File: src/rtl/rx_loader.sv
// rx_loader: takes bytes from the UART receiver and writes them into data
// memory in raster order. Column is in mem_address[COL_W-1:0] and row is in
// the bits above it. A load runs from address 0 up to the captured end
// address, then parks in DONE. Bytes that arrive when the block cannot take
// them are dropped and flagged on the sticky overrun output.
//
// Handshake: rx_done is a valid-only strobe with no back-pressure. A byte is
// consumed only when rx_done is high in WAIT_BYTE. In every other state the
// byte is lost. A drop in WRITE or DONE is recorded in overrun. In IDLE the
// byte is ignored silently. mem_wen is a one-cycle write strobe with no
// ready: the memory must accept every write. mem_address and mem_data are
// valid in the same cycle as mem_wen.
module rx_loader #(
    parameter int DATA_W = 8,
    parameter int COL_W  = 9,
    parameter int ROW_W  = 9
) (
    input  logic                     clk,
    input  logic                     rst_n,
    input  logic                     start,
    input  logic [ROW_W+COL_W-1:0]   end_address,
    input  logic                     rx_done,
    input  logic [DATA_W-1:0]        rx_data,
    output logic                     mem_wen,
    output logic [ROW_W+COL_W-1:0]   mem_address,
    output logic [DATA_W-1:0]        mem_data,
    output logic                     busy,
    output logic                     done,
    output logic                     overrun
);

    localparam int ADDR_W = ROW_W + COL_W;

    typedef enum logic [1:0] {
        IDLE      = 2'd0,
        WAIT_BYTE = 2'd1,
        WRITE     = 2'd2,
        DONE      = 2'd3
    } state_t;

    // state is kept as a named enum so checkers can bind to it directly
    state_t            state;
    logic [COL_W-1:0]  col;
    logic [ROW_W-1:0]  row;
    logic [ADDR_W-1:0] end_reg;

    // Field views of the captured end address
    logic [COL_W-1:0]  end_col;
    logic [ROW_W-1:0]  end_row;
    logic              at_end;
    logic              at_end_col;

    // Decode the end-of-row and end-of-load conditions from the registered counters
    always_comb begin
        end_col    = end_reg[COL_W-1:0];
        end_row    = end_reg[ADDR_W-1:COL_W];
        at_end_col = (col == end_col);
        at_end     = at_end_col && (row == end_row);
    end

    // The address output is the live counter pair. The counters are
    // registers, so the output is registered too. The counters only move at
    // the end of WRITE, so the address holds steady while mem_wen is high.
    assign mem_address = {row, col};

    // Main load FSM. All outputs are registered here.
    always_ff @(posedge clk or negedge rst_n) begin
        if (!rst_n) begin
            state    <= IDLE;
            col      <= '0;
            row      <= '0;
            end_reg  <= '0;
            mem_wen  <= 1'b0;
            mem_data <= '0;
            busy     <= 1'b0;
            done     <= 1'b0;
            overrun  <= 1'b0;
        end else begin
            // The write strobe lasts exactly one cycle unless it is re-armed below
            mem_wen <= 1'b0;

            case (state)
                IDLE, DONE: begin
                    if (start) begin
                        // If start and a byte arrive together, start wins. The
                        // byte is neither captured nor counted as an overrun.
                        state   <= WAIT_BYTE;
                        col     <= '0;
                        row     <= '0;
                        end_reg <= end_address;
                        overrun <= 1'b0;
                        busy    <= 1'b1;
                        done    <= 1'b0;
                    end else if (rx_done && (state == DONE)) begin
                        // A byte after the load has finished has nowhere to go
                        overrun <= 1'b1;
                    end
                end

                WAIT_BYTE: begin
                    if (rx_done) begin
                        mem_data <= rx_data;
                        mem_wen  <= 1'b1;
                        state    <= WRITE;
                    end
                end

                WRITE: begin
                    // The write happens in this cycle. A byte arriving now cannot be
                    // held, because there is only one data register.
                    if (rx_done) begin
                        overrun <= 1'b1;
                    end

                    if (at_end) begin
                        // Hold the final address and report completion
                        state <= DONE;
                        busy  <= 1'b0;
                        done  <= 1'b1;
                    end else if (at_end_col) begin
                        // End of a row: wrap the column and advance the row. The
                        // row cannot pass end_row, because at_end stops the load first.
                        col   <= '0;
                        row   <= row + 1'b1;
                        state <= WAIT_BYTE;
                    end else begin
                        col   <= col + 1'b1;
                        state <= WAIT_BYTE;
                    end
                end

                default: begin
                    state <= IDLE;
                end
            endcase
        end
    end

endmodule

File: config.mk
export PLATFORM = sky130hd
export DESIGN_NAME = rx_loader
export DESIGN_NICKNAME = d
export VERILOG_FILES = /design/src/rtl/rx_loader.sv
export SDC_FILE = /design/constraint.sdc
export NUM_CORES = 1
export LEC_CHECK = 0
export ABC_AREA = 1
export CAP_MARGIN = 20
export CORE_ASPECT_RATIO = 0.6
export CORE_MARGIN = 2
export CORE_UTILIZATION = 50
export DETAILED_ROUTE_END_ITERATION = 6
export HOLD_SLACK_MARGIN = 0.12
export PLACE_DENSITY = 0.83
export SLEW_MARGIN = 20
export SYNTH_ARGS = -nofsm -noshare
export SYNTH_HDL_FRONTEND = slang
export SYNTH_SLANG_ARGS = --single-unit
File: constraint.sdc
create_clock -name clk -period 2 [get_ports clk]
set_input_delay 0.6 -clock clk [delete_from_list [all_inputs] [get_ports clk]]
set_output_delay 0.6 -clock clk [all_outputs]
set_load 0.005 [all_outputs]
Yosys cells after proc, flatten, opt, wreduce, memory -nomap -nowiden
Index checks and enable logic that the tools add are counted.

storage, ports and cells
  register bits = 50
  bits of input ports = 30

cells by class
  add/subtract/negate cells = 2
  equality and inequality tests = 12
  mux-type cells = 23
  reductions and logical operators = 12

operators with widths
  operator             count
  $mux 9               5
  $pmux 9 s2           2
  $add 9x1->9 const B  2
  $eq 9x9->1           2
  $ne 2x2->1 const B   6
  $mux 1               9
  $reduce_and 3->1     3
  $mux 2               3
  $pmux 1 s2           3
  $pmux 2 s3           1
  $reduce_and 2->1     3
  $eq 2x2->1 const B   2
  $reduce_and 4->1     1
  $ne 3x3->1 const B   1
  $eq 2x1->1 const B   1
  $logic_and 1x1->1    2
  $logic_not 2->1      1
  $reduce_bool 2->1    1
  $reduce_or 2->1      1

Longest topological paths before layout
Gate-level depths: netlist (run 1).

  depth in word-level cells = 5
  depth in mapped cells = 12
  depth with buffers taken out = 12

Least setup slack after synthesis (run 1)
Ideal clock, no wire load.

  path type = register to register
  start point = register state[0]
  end point = register end_reg[10]
  setup time = 133 ps
  data arrival time = 1532 ps
  required time = 1867 ps
  path slack = 336 ps
  stages on the path, launching flop included = 7
  path buffers = 2
  period minus slack after synthesis = 1664 ps
  cells stage by stage = dfrtp_1 -> inv_1 -> ha_1 -> nand2_1 -> buf_1 -> clkbuf_1 -> a21oi_1

on the way
  longest elaborated chain between the ends = 3
  elaborated cells between the ends (all ways) = 4
  classes of those cells = eq/ne (1); reduce/logical (3)

ends and longest elaborated chain
  what                                           RTL line  source
  start: declaration                             42        state_t state;
  start signal: assignment                       69        state <= IDLE;
  start signal: assignment                       87        state <= WAIT_BYTE;
  start signal: assignment                       104       state <= WRITE;
  $eq 2x2->1 or $logic_not 2->1 (tied branches)  82        case (state)
  $reduce_or 2->1 *                              82
  $reduce_and 2->1 (no source line) *            -
  end signal: assignment                         90        end_reg <= end_address;
  end: declaration                               45        logic [ADDR_W-1:0] end_reg;

Every way passes the cells marked *; elsewhere a longest branch is shown, timed or not.
A chain may end at the register's enable or synchronous reset.

Worst setup path after layout (run 1)
  start point = register row[6]
  end point = output port mem_address[15]

RTL lines
  what                      RTL line  source
  start: declaration        44        logic [ROW_W-1:0] row;
  start signal: assignment  124       row <= row + 1'b1;
  end: declaration          25        output logic [ROW_W+COL_W-1:0] mem_address,

No word-level cell between the ends.

==> results of run 1 <==
kinds of logic (layout without fill, tap and decap cells):
logic type	count (synthesis)	after routing	share of synthesized area
multiplexers	6	6	0.02541
XOR/XNOR	12	12	0.03953
AND/OR/NAND/NOR	175	175	0.2739
AO/OA/AOI/OAI	46	46	0.08800
buffers and inverters	50	118	0.07435
flip-flops	50	50	0.4706
adder cells (fa/ha/maj)	6	6	0.02823
cells in the final DEF (no fill, tap or decap):
cell	instances
a21oi_1	20
buf_12	1
buf_2	1
buf_4	6
clkbuf_8	6
clkdlybuf4s50_1	58
clkinv_1	1
clkinv_2	1
clkinvlp_4	1
dfrtp_1	42
dfrtp_2	8
ha_1	5
ha_4	1
inv_1	42
inv_2	1
mux2_2	6
nand2_1	109
nand2_2	4
nand2_4	2
nand3_1	13
nand4_1	2
nor2_1	32
nor2_2	4
nor2_4	1
nor3_1	8
o21ai_0	23
o21ai_1	2
o21ai_2	1
xnor2_1	8
xor2_1	4
final cells by class:
type / instances / area (um^2)
Multi-Input combinational cell: 245 / 1225
Clock buffer: 6 / 82.58
Timing Repair Buffer: 66 / 650.6
Inverter: 44 / 165.2
Sequential cell: 50 / 1261
Tap cell: 66 / 82.58
Clock inverter: 2 / 12.51
Fill cell: 424 / 1625
cell usage after synthesis (all sizes together):
| cell type | instances |
|---|---|
| nand2 | 115 |
| dfrtp | 50 |
| inv | 43 |
| nor2 | 37 |
| o21ai | 26 |
| a21oi | 20 |
| nand3 | 13 |
| nor3 | 8 |
| xnor2 | 8 |
| ha | 6 |
| mux2 | 6 |
| xor2 | 4 |
| buf | 3 |
| clkbuf | 3 |
| nand4 | 2 |
| clkinv | 1 |
timing repair:
item / CTS / global route
cloned: 0 / 0
setup endpoints to repair: 1 / 25
resized for setup: 1 / 10
hold endpoints to repair: 0 / 0
setup buffers: 0 / 0
worst paths after layout:
path / from / end / slack [ps] / depth (start not counted)
max in group asynchronous: rst_n / state[0] / 1230 / 2
setup reg to reg: state[0] / col[7] / 190 / 11
setup / recovery: row[6] / mem_address[15] / 60 / 1
hold / removal: rst_n / end_reg[14] / 180 / 1
min in group clk: mem_data[3] / mem_data[3] / 480 / 2
hold reg to reg: mem_data[3] / mem_data[3] / 480 / 2
report_power, final:
group / internal, mW / switching, mW
Combinational: 0.753 / 0.920
Clock: 0.278 / 0.339
Sequential: 1.33 / 0.236
Total: 2.36 / 1.50
routing by layer:
metal	routed length (um)	GRT usage	vias up
met5	0	0	-
met4	61	0.04501	0
met3	585	0.07604	7
met2	2570	0.3337	93
met1	3081	0.3432	1134
li1	-	-	1208
metrics by stage:
stage | power [mW] | instances
floorplan | 2.584 | 345
global placement | 3.151 | 471
detailed placement | 3.217 | 471
CTS | 3.847 | 479
global route | 4.164 | 479
finish | 3.856 | 479
==> run summary, run 1 <==
max incr delay on CP: 550 ps
die width: 98.14 um
pre-CTS setup slack: -4.918 ps
CP arrival: 1340 ps
Worst slew margin: 0.6964
Final Critical Period: 1942 ps
area delta synth->final: 30.87%
critical path class: reg -> out
Final HPWL DP: 4719 um
Synth top area share: 0.4706
clk root buf: clkbuf_8
Final Setup Violations: 0
Detail Route Antenna Nets: 0
vias after detailed routing: 2442
CP top delay family: buffers and inverters
Yosys cell types: 26
Crit. End Element: primary output
Worst EP required: 1400 ps
max reg flops: 18
Die Height: 60.49 um
cts hold-fix bufs: 0
Final period util: 0.9712
die area: 5936 um^2
vias in the first global route: 2234
DRT Wirelength: 6300 um
Ports: 60
Pre-antenna DRT Iters: 4
Worst-Skew Late Latency: 310 ps
register area share after synthesis: 0.4706
Yosys Warn Count: 0
fin worst setup slack: 57.52 ps
global-route wire length before repair: 10700 um
n_diodes: 0
worst slew pin tran: 450.6 ps
Mean Syn Cell Area: 7.707 um^2
largest cells by area after synthesis: dfrtp_1, nand2_1, inv_1
Placement Cell Area: 3359 um^2
port bufs: 59
Core Area: 5105 um^2
TritonCTS Buffers: 5
#FFs+latches synth: 50
Final Hold Viols: 0
WL per Instance: 13.15 um
unrepaired setup endpoints after global routing: no
CP startpoint kind: register
worst vdd ir: 0.6350 mV
Cells after Synth: 345
post-DR vias/cell: 5.098
Clk pin slew, worst setup/hold paths: 90 ps
syn nets: 381
Max Buffers Root-to-Sink: 2
status: complete, no violations
std cell rows: 20
Placer Congestion: 0.9576
area leader, netlist: dfrtp_1
Num Clock Sinks: 50
highest clock rate: 514.8 MHz
pin count of the biggest net entering global routing: 32
share of layout cells above drive strength 1: 0.1065
P per Cell Area: 1108 nW/um^2
clock skew: 8.768 ps
Overall Global Routing Usage: 0.2303
CP cell instances: clkdlybuf4s50_1
Buf+Inv Stages, Crit Path: 1
Final #Nets: 448
DR DRC count: 0
TNS Setup: 0 ps
hold crit path type: in -> async
initial DRC count: 269
Starting Density: 0.5208
Leak: 1.619 nW
Syn Std Cell Area: 2659 um^2
total gr overflow: 0
final hold slack: 181.7 ps
initial antenna violation count: 0
Finished Cell Area: 3480 um^2
Max stage delay cell, worst path: clkdlybuf4s50_1
Final Util: 0.6816
Max Cap Viol: 0
# H-tree levels: 2
Worst Path Max Fanout: 7
Max Transition Viols Final: 0
CTS tree: yes
Note: power is estimated with default switching activity, not from simulation.
==> run 2: changes to the inputs <==
- GPL_ROUTABILITY_DRIVEN: unset -> 0
- SKIP_CTS_REPAIR_TIMING: unset -> 1
==> results of run 2 <==
Same layout as run 1: the final DEF is identical, and so are final timing and power.
==> run 3: changes to the inputs <==
- HOLD_SLACK_MARGIN: 0.12 -> 0.08
==> results of run 3 <==
Same layout as run 1: the final DEF is identical, and so are final timing and power.
